===== src/rtl/seqdet_pkg.sv =====
// Shared definitions for the serial pattern detector: FSM state encoding,
// length-register width helper and the programmed-length clamp.
package seqdet_pkg;

    // FILL: fewer than len bits collected since restart; ARMED: fill == len
    typedef enum logic {
        FILL  = 1'b0,
        ARMED = 1'b1
    } seqdet_state_t;

    // Bits needed to hold a length value 0..pw
    function automatic int len_width(input int pw);
        return $clog2(pw + 1);
    endfunction

    // Zero-length patterns become 1 bit; over-long ones are cut to pw bits
    function automatic int clamp_len(input int raw, input int pw);
        if (raw < 1)
            return 1;
        else if (raw > pw)
            return pw;
        else
            return raw;
    endfunction

endpackage


===== src/rtl/seqdet_sat_counter.sv =====
// Saturating event counter: synchronous clear has priority over increment,
// and the count holds once it reaches all-ones.
module seqdet_sat_counter
    import seqdet_pkg::*;
#(
    parameter int CNT_W = 8
) (
    input  logic             clk,
    input  logic             reset,
    input  logic             clr,
    input  logic             inc,
    output logic [CNT_W-1:0] count
);

    // Count increment events, clear on restart, stick at the maximum value
    always_ff @(posedge clk or negedge reset) begin
        if (!reset)
            count <= '0;
        else if (clr)
            count <= '0;
        else if (inc && (count != {CNT_W{1'b1}}))
            count <= count + 1'b1;
    end

endmodule


===== src/rtl/seq_pattern_detector.sv =====
// Serial pattern detector with a runtime-programmable pattern of 1..PATTERN_W
// bits, selectable overlapping / non-overlapping detection and a registered
// one-cycle match pulse Z.
// Optional feature: define SEQDET_COUNT_EN to build the saturating match
// counter; without it match_count is tied to zero (ports are unchanged).
module seq_pattern_detector
    import seqdet_pkg::*;
#(
    parameter int                       PATTERN_W       = 8,
    parameter int                       CNT_W           = 8,
    parameter logic [PATTERN_W-1:0]     DEFAULT_PATTERN = 8'b0000_0010,
    parameter int                       DEFAULT_LEN     = 2,
    localparam int                      LEN_W           = len_width(PATTERN_W)
) (
    input  logic                 clk,
    input  logic                 reset,
    input  logic                 I,
    input  logic                 I_valid,
    input  logic                 cfg_load,
    input  logic [PATTERN_W-1:0] cfg_pattern,
    input  logic [LEN_W-1:0]     cfg_len,
    input  logic                 cfg_overlap,
    output logic                 Z,
    output logic                 armed,
    output logic [CNT_W-1:0]     match_count
);

    localparam logic [LEN_W-1:0] RESET_LEN = LEN_W'(clamp_len(DEFAULT_LEN, PATTERN_W));

    logic [PATTERN_W-1:0] hist;
    logic [LEN_W-1:0]     fill;
    logic [PATTERN_W-1:0] pattern;
    logic [LEN_W-1:0]     len;
    logic                 overlap;
    seqdet_state_t        state;

    logic [PATTERN_W-1:0] hist_n;
    logic [LEN_W-1:0]     fill_n;
    logic [PATTERN_W-1:0] len_mask;
    logic                 fill_done;
    logic                 accept;
    logic                 match;

    // Next history/fill for an accepted bit and the masked pattern compare
    always_comb begin
        len_mask  = '0;
        accept    = I_valid && !cfg_load;
        hist_n    = {hist[PATTERN_W-2:0], I};
        fill_n    = (fill < len) ? fill + 1'b1 : len;
        fill_done = (fill_n == len);
        for (int k = 0; k < PATTERN_W; k++)
            len_mask[k] = (k < int'(len));
        match     = accept && fill_done && (((hist_n ^ pattern) & len_mask) == '0);
    end

    // Configuration, history, fill level, FILL/ARMED state and match pulse
    always_ff @(posedge clk or negedge reset) begin
        if (!reset) begin
            hist    <= '0;
            fill    <= '0;
            pattern <= DEFAULT_PATTERN;
            len     <= RESET_LEN;
            overlap <= 1'b1;
            state   <= FILL;
            Z       <= 1'b0;
        end else if (cfg_load) begin
            pattern <= cfg_pattern;
            len     <= LEN_W'(clamp_len(int'(cfg_len), PATTERN_W));
            overlap <= cfg_overlap;
            hist    <= '0;
            fill    <= '0;
            state   <= FILL;
            Z       <= 1'b0;
        end else if (I_valid) begin
            hist <= hist_n;
            Z    <= match;
            if (match && !overlap) begin
                // History is kept, but a full len bits must arrive again
                fill  <= '0;
                state <= FILL;
            end else begin
                fill  <= fill_n;
                state <= fill_done ? ARMED : FILL;
            end
        end else begin
            Z <= 1'b0;
        end
    end

    assign armed = (state == ARMED);

`ifdef SEQDET_COUNT_EN
    seqdet_sat_counter #(
        .CNT_W (CNT_W)
    ) u_count (
        .clk   (clk),
        .reset (reset),
        .clr   (cfg_load),
        .inc   (match),
        .count (match_count)
    );
`else
    assign match_count = '0;
`endif

endmodule


===== config.mk =====
export PLATFORM = sky130hd
export DESIGN_NAME = seq_pattern_detector
export DESIGN_NICKNAME = d
export VERILOG_FILES = /design/src/rtl/seqdet_pkg.sv /design/src/rtl/seqdet_sat_counter.sv /design/src/rtl/seq_pattern_detector.sv
export SDC_FILE = /design/constraint.sdc
export NUM_CORES = 1
export LEC_CHECK = 0
export CAP_MARGIN = 5
export CORE_MARGIN = 4
export CORE_UTILIZATION = 50
export CTS_CLUSTER_SIZE = 20
export DETAILED_ROUTE_END_ITERATION = 6
export GPL_TIMING_DRIVEN = 0
export HOLD_SLACK_MARGIN = 0.02
export PLACE_DENSITY = 0.85
export SYNTH_ARGS = -nofsm -noshare
export SYNTH_HDL_FRONTEND = slang
export SYNTH_HIERARCHICAL = 1
export SYNTH_SLANG_ARGS = --single-unit

===== constraint.sdc =====
create_clock -name clk -period 4.91 [get_ports clk]
set_clock_uncertainty 0.2 [all_clocks]
set_input_delay 0.491 -clock clk [delete_from_list [all_inputs] [get_ports clk]]
set_output_delay 0.491 -clock clk [all_outputs]
set_load 0.05 [all_outputs]

# Yosys cells after proc, flatten, opt, wreduce, memory -nomap -nowiden
# Index checks and enable logic that the tools add are counted.
# word_totals
register_bits	26
latch_bits	0
ramBits	0
mem_bits_ro	0
output_inout_bits	10
mem_count	0
# classes
n_addsub	1
n_mul	0
div	0
magnitude_cmp	11
n_eq_ne	1
shift	0
mux	14
n_bitwise	2
n_reduce_logical	8
# op_table
cell	count
4-bit two-way mux	6
3-bit by 4-bit less-than comparator with 1-bit output (first input constant)	4
7-bit two-way mux	2
8-bit AND	1
8-bit logical NOT	1
1-bit by 4-bit less-than comparator with 1-bit output (first input constant)	2
2-bit by 4-bit less-than comparator with 1-bit output (first input constant)	2
8-bit XOR	1
1-bit two-way mux	6
4-bit by 1-bit adder with 4-bit output (second input constant)	1
4-bit equality test	1
4-bit > comparator (second input constant)	1
1-bit logical AND	4
4-bit by 1-bit less-than comparator with 1-bit output (second input constant)	1
4-bit less-than comparator	1
1-bit logical NOT	2
2-bit nonzero test	1

# Logic depth before layout (Yosys ltp)
# Gate-level depths: netlist of the first run.
# logic_depth
word_depth	9
mapped_depth	8
ltp_nobuf	7

# Worst setup path before layout of the first run
# No wires, ideal clock.
# synth_timing
path_kind	reg-to-reg
start	reg len[0]
end	reg fill[2]
setup_ps	126
t_arrival_ps	2098
path_slack_ps	2486
path_stages_with_launch	7
path_cell_list	dfrtp_1 > or4b_4 > a2111oi_4 > o21ai_2 > a211oi_4 > a211oi_1 > a311o_1
# synth_via
elab_chain_cells	9
# synth_rtl
element	line	text
start: declaration	seq_pattern_detector.sv:33	logic [LEN_W-1:0] len;
start signal: assignment	seq_pattern_detector.sv:68	len <= LEN_W'(clamp_len(int'(cfg_len), PATTERN_W));
4-bit less-than comparator	seq_pattern_detector.sv:49	fill_n = (fill < len) ? fill + 1'b1 : len;
4-bit two-way mux	seq_pattern_detector.sv:49	
4-bit equality test	seq_pattern_detector.sv:50	fill_done = (fill_n == len);
1-bit logical AND (2 in a row)	seq_pattern_detector.sv:53	match = accept && fill_done && (((hist_n ^ pattern) & len_mask) == '0);
1-bit logical AND	seq_pattern_detector.sv:77	if (match && !overlap) begin
4-bit two-way mux *	seq_pattern_detector.sv:77	
4-bit two-way mux *	seq_pattern_detector.sv:74	end else if (I_valid) begin
4-bit two-way mux *	seq_pattern_detector.sv:66	end else if (cfg_load) begin
end signal: assignment	seq_pattern_detector.sv:82	fill <= fill_n;
end: declaration	seq_pattern_detector.sv:31	logic [LEN_W-1:0] fill;
# Mark *: on every way between the ends. The rest lies on a longest branch, timed or not. The select of a mux whose other input is x is not followed.
# A chain may end at the register's enable or synchronous reset.

# Worst setup path in the final report of the first run
# Same ends and word-level chain as after synthesis.

==> qor.csv, run 1 <==
metric,value,unit
grt_pass1_vias,1133,
maxSlewViolCount,0,
wirelength,2.78,mm
critPathRequiredTime,4.93,ns
via_per_inst,5.54,
first_pass_iters,4,
synth_area,1500,sq um
multiInputGateArea,777,sq um
post-route-util,64.0,%
synth_top_cell_by_area,dfrtp_1,
die_width,62.7,microns
dr.first_iter.drc_count,48,
tritoncts,built,
seq_power_share,45.9,%
synth-edff-count,0,
fill_cells,220,
cts.sinks,26,
gp_congestion,0.844,
synth-seq-cells,26,
post_cts_buffers,0,
cts_buffers,3,
placedCellCount,192,
synth_flop_cell,dfrtp_1,
start_kind,flop,
outcome,"complete, no violations",
vias,1085,
die_h,62.7,microns
grt_pass1_wl,4.94,mm
holdPathEnd,armed,
rsz0062_at_grt,false,
finalCriticalPeriod,2.60,ns
drive_above_1_share,20.6,%
timing.rr.end,fill[2],
regArea,654,sq um
avgSynthCellArea,11.0,sq um
p_sw,162,uW
p_int,383,uW
pwr-share-comb,27.1,%
tns,0,ns
synthArstFlopShare,100,%
clock_latency,0.32,ns
placed_cell_area,1740,sq um
io_buffers,18,
ios,28,
post_cts_resized,0,
finalSetupViolCount,0,
worstHoldPathType,flop to flop,
die_area,3930,sq um
clockPowerShare,26.9,%
htreeDepth,1,
path_clk_slew,0.14,ns
design.core.area,2810,sq um
finalHoldViolations,0,
crit_path_start,len[0],
initial_core_util,53.3,%
synth_seq_area_share,43.7,%
netSwitchingFraction,29.7,%
reg2reg_slack,2.31,ns
dpl.hpwl,2.15,mm
max-slew-margin-rel,23.2,%
arrival,2.62,ns
grt.overflow.total,0,
fin_crit_sh,52.9,%
path_class,flop to flop,
area_growth,19.9,%
r2r_start,len[0],
layoutNonFillerInstCount,196,
synth_cell_types,39,
reg2reg_depth,6,
ir_drop,0.000205,V
worstHoldStart,armed,
hold_buffers,0,
rows,19,
wl_per_cell,14.2,microns
grt_max_degree,27,
worst_setup_path_end_kind,flop,
max_cap_violations,0,
yosys_warnings,6,
synth_cells,136,
holdPathStages,2,
worst_slew_pin_slew,1.15,ns
clock_path_buffers,2,
synth.area.top_cells,"dfrtp_1 38%, mux2_2 9.0%, mux2i_1 5.4%",
grtUsageTotal,15.4,%
cts-root-buf,clkbuf_4,
antenna_found_initial,0,
synth_top_area_share,38.5,%
fmax,385,MHz
p_per_area,304,nW/um^2
finish.instance_area,1790,sq um
cellLeakagePower,0.000806,uW
ant_nets,0,
crit_fanout,8,
num_antenna_cells,0,
drc,0,
final_nets,188,
## power groups by stage
stage / logic, uW / registers (uW) / clock network, uW
3_5_place_dp: 148 / 254 / 0
6_report: 148 / 250 / 147
5_1_grt: 163 / 253 / 158
4_1_cts: 148 / 250 / 151
3_3_place_gp: 144 / 253 / 0
2_1_floorplan: 106 / 255 / 0
## flip-flops by register name (all words and copies together), names as in the netlist
signal and count:
fill 4, armed 1, overlap 1, pattern 8, len 4, hist 7, Z 1
## worst max-delay path by stage
stage / depth (start not counted) / to / slack (ns)
final: 6 / fill[2] / 2.31
after global placement: 7 / fill[2] / 2.24
after global routing: 6 / fill[2] / 2.23
after detailed placement: 7 / fill[2] / 2.27
after floorplan: 6 / fill[2] / 2.49
after CTS: 6 / fill[2] / 2.33
## metrics by stage
| step | total power [uW] | setup WS [ns] | hold WS (ns) |
|---|---|---|---|
| detailed placement | 402 | 2.27 | 0.283 |
| global placement | 396 | 2.24 | 0.282 |
| global route | 574 | 2.23 | 0.368 |
| CTS | 549 | 2.33 | 0.315 |
| floorplan | 361 | 2.49 | -0.00459 |
| finish | 545 | 2.31 | 0.308 |
## cells by family (layout without fill, tap and decap cells)
kind of cell	Yosys count	after routing	synth area share [%]
DFF	26	26	43.7
other	1	8	0.251
muxes	20	20	14.4
xor gates and xnor gates	14	14	8.19
adders and majority gates	4	4	3.34
and+or+nand+nor	30	30	9.95
AOI/OAI and AO/OA	25	25	14.0
buffers and inverters	16	38	6.10
## layout make-up
type	count	share of cell area (%)
timing repair buffer	18	10.0
buffer	13	4.46
clock buffer	3	1.26
sequential	26	36.5
multi-input combinational	101	43.3
inverter	3	0.628
clock inverter	1	1.67
tap	31	2.16
## worst max-delay path: stages, from the launching register on
cell	delay, ns
dfrtp_1	0.50
or4b_4	0.58
a2111oi_4	0.32
o21ai_2	0.14
a211oi_4	0.32
a211oi_1	0.12
a311o_1	0.33
## cell usage in the layout, fill, tap and decap left out, types with 2 or more instances in the layout
cell and instances:
a211oi_1 2, a21oi_1 3, a22o_1 2, buf_4 8, clkbuf_1 3, clkbuf_4 3
clkdlybuf4s50_1 18, conb_1 8, dfrtp_1 23, dfstp_2 3, ha_1 4, inv_1 3
mux2_2 12, mux2i_1 8, nand2_1 6, nand2b_1 2, nand3b_1 2, nor2_1 14
o21ai_0 5, o21ai_1 2, xnor2_1 6, xor2_1 8
## synth_stat cells, types with 2 or more instances
cell and number:
dfrtp_1 23, nor2_1 14, mux2_2 12, buf_4 8, mux2i_1 8, xor2_1 8, nand2_1 6, xnor2_1 6
o21ai_0 5, ha_1 4, a21oi_1 3, clkbuf_1 3, dfstp_2 3, inv_1 3, a211oi_1 2, a22o_1 2
nand2b_1 2, nand3b_1 2, o21ai_1 2
## layer usage
layer / GRT usage [%] / up-vias / share of wire [%]
li1: - / 518 / -
met4: 4.13 / 0 / 1.1
met3: 3.06 / 5 / 3.6
met2: 27.7 / 25 / 53
met1: 18.6 / 537 / 42
met5: 0 / - / 0
No activity file was read; power rests on OpenSTA's default activity.
==> inputs of run 2 (changes only) <==
CORE_UTILIZATION = 46   (was 50)
PLACE_DENSITY = 0.83   (was 0.85)
clock period = 2.36 ns   (was 4.91 ns; I/O delays follow)
==> run 2 against run 1 <==
  * Largest power group unchanged
  * Sequential power increased by 110%
  * Cell area increased by 3.6%
  * The flow now finishes with violations (setup timing)
  * Clock power increased by 54%
  * Hold slack got worse by 0.24 ns
  * Highest routed layer unchanged
  * Sequential share of layout area shrank 1.2 points
  * Register-to-register slack lost 2.4 ns
  * Sequential cell count unchanged
  * Setup slack got worse by 2.4 ns
  * Count of clock-buffer cells in the layout up 1
  * Critical path depth stayed put
==> qor.csv, run 2 (synthesized netlist as in run 1, its figures left out) <==
metric,value,unit,change
worst_setup_path_end_kind,flop,,unchanged
crit_end,fill[2],,unchanged
via_per_inst,5.18,,was 5.54
first_pass_iters,4,,unchanged
violations,setup timing,,
crit_buf_inv,0,,unchanged
p_per_area,592,nW/um^2,was 304 nW/um^2
r2r_start,len[0],,unchanged
worst-path-stages,6,,unchanged
wl_per_cell,14.7,microns,was 14.2 microns
tritoncts,built,,unchanged
p_int,743,uW,was 383 uW
path_clk_slew,0.15,ns,was 0.14 ns
max_cap_violations,0,,unchanged
p_sw,357,uW,was 162 uW
cts_buffers,3,,unchanged
top_regs,"pattern x8, hist x7",,unchanged
antenna_found_initial,0,,unchanged
finalHoldViolations,0,,unchanged
grt_max_degree,27,,unchanged
fmax,402,MHz,was 385 MHz
drive_above_1_share,25.3,%,was 20.6%
die_h,65.0,microns,was 62.7 microns
area_growth,24.2,%,was 19.9%
ios,28,,unchanged
maxSlewViolCount,0,,unchanged
reg2reg_depth,6,,unchanged
layout_common_cells,"22 x dfrtp_1, 18 x clkdlybuf4s50_1, 14 x nor2_1, 13 x buf_4, 11 x mux2_2",,"was 23 x dfrtp_1, 18 x clkdlybuf4s50_1, 14 x nor2_1, 12 x mux2_2"
ant_nets,0,,unchanged
htreeDepth,1,,unchanged
worst_slew_pin_slew,0.619,ns,was 1.15 ns
grt.overflow.total,0,,unchanged
post-route-util,60.4,%,was 64.0%
num_antenna_cells,0,,unchanged
clockPowerShare,20.7,%,was 26.9%
design.core.area,3080,sq um,was 2810 sq um
outcome,finished with violations,,"was complete, no violations"
seq_power_share,47.5,%,was 45.9%
start_kind,flop,,unchanged
finish.instance_area,1860,sq um,was 1790 sq um
fin_hold_ws,0.0702,ns,was 0.308 ns
grtUsageTotal,16.1,%,was 15.4%
clock_latency,0.33,ns,was 0.32 ns
die_width,65.0,microns,was 62.7 microns
initial_core_util,48.6,%,was 53.3%
placed_cell_area,1760,sq um,was 1740 sq um
worst_slack,-0.127,ns,was 2.31 ns
rsz0062_at_grt,true,,was false
fin_crit_sh,105,%,was 52.9%
final_common_cell,dfrtp_1,,unchanged
dpl.hpwl,2.29,mm,was 2.15 mm
io_buffers,18,,unchanged
finalSetupViolCount,3,,was 0
vias,1108,,was 1085
drc,0,,unchanged
final_nets,193,,was 188
clock_path_buffers,2,,unchanged
cellLeakagePower,0.000832,uW,was 0.000806 uW
critPathRequiredTime,2.39,ns,was 4.93 ns
netSwitchingFraction,32.4,%,was 29.7%
die_area,4230,sq um,was 3930 sq um
finalCriticalPeriod,2.49,ns,was 2.60 ns
max-slew-margin-rel,58.6,%,was 23.2%
regMostFlops,pattern,,unchanged
ir_drop,0.000318,V,was 0.000205 V
crit_path_start,len[0],,unchanged
path_class,flop to flop,,unchanged
pwr-share-comb,31.9,%,was 27.1%
cts-root-buf,clkbuf_4,,unchanged
crit_fanout,4,,was 8
gp_congestion,0.840,,was 0.844
timing.rr.end,fill[2],,unchanged
grt_pass1_wl,5.29,mm,was 4.94 mm
path_cells,or4_4 > a222oi_1 > o21ai_1 > a211oi_4 > a211oi_1 > a311o_1,,was or4b_4 > a2111oi_4 > o21ai_2 > a211oi_4 > a211oi_1 > a311o_1
reg2reg_slack,-0.13,ns,was 2.31 ns
max_stage_delay,0.53,ns,was 0.58 ns
dr.first_iter.drc_count,85,,was 48
worstHoldPathType,input pin to asynchronous set/reset pin,,was flop to flop
crit_family,compound AO/OA/AOI/OAI gates,,unchanged
arrival,2.52,ns,was 2.62 ns
hold_buffers,0,,unchanged
cts.sinks,26,,unchanged
grt_pass1_vias,1132,,was 1133
largest_reg_flops,8,,unchanged
wirelength,3.15,mm,was 2.78 mm
rows,20,,was 19
cp_slowest_cell,or4_4,,was or4b_4
tns,-0.211,ns,was 0 ns
-- run 2: metal layers --
layer  GRT usage (%)  wire [microns]  vias up
li1                -               -      534
met1            19.4            1280      541
met2            28.9            1710       29
met3            4.16             124        4
met4            3.37              42        0
met5               0               0        -
-- run 2: stage by stage --
stage / instances / setup WS (ns) / power, uW
finish: 214 / -0.127 / 1100
CTS: 212 / -0.137 / 1090
detailed placement: 205 / -0.255 / 840
global route: 214 / -0.314 / 1170
global placement: 205 / -0.186 / 824
floorplan: 143 / -0.0300 / 751
-- run 2: worst min path at each step --
stage          endpoint
6_report         len[2]
3_5_place_dp      armed
4_1_cts          len[0]
3_3_place_gp      armed
2_1_floorplan         Z
5_1_grt         fill[0]
-- run 2: what timing repair did --
action	in CTS	in global routing
endpoints found under the setup margin	5	6
gates cloned	0	0
buffers inserted	4	2
pin swaps	2	1
resized for setup	3	3
-- run 2: power by group through the flow --
stage	Sequential (uW)	Clock (uW)	Combinational [uW]
2_1_floorplan	530	0	221
3_3_place_gp	525	0	298
3_5_place_dp	528	0	312
4_1_cts	521	237	328
5_1_grt	529	261	382
6_report	522	227	351
-- run 2: area by class of cell --
type / instances / area [sq um]
tap: 44 / 55.1
multi-input combinational: 101 / 792
timing repair buffer: 24 / 233
clock buffer: 4 / 36.3
fill: 266 / 1220
inverter: 3 / 11.3
sequential: 26 / 656
buffer: 12 / 75.1
-- run 2: worst register-to-register path: stages, from the launching register on --
cell and delay (ns):
dfrtp_2 0.46, or4_4 0.53, a222oi_1 0.31, o21ai_1 0.21, a211oi_4 0.25, a211oi_1 0.11
a311o_1 0.32
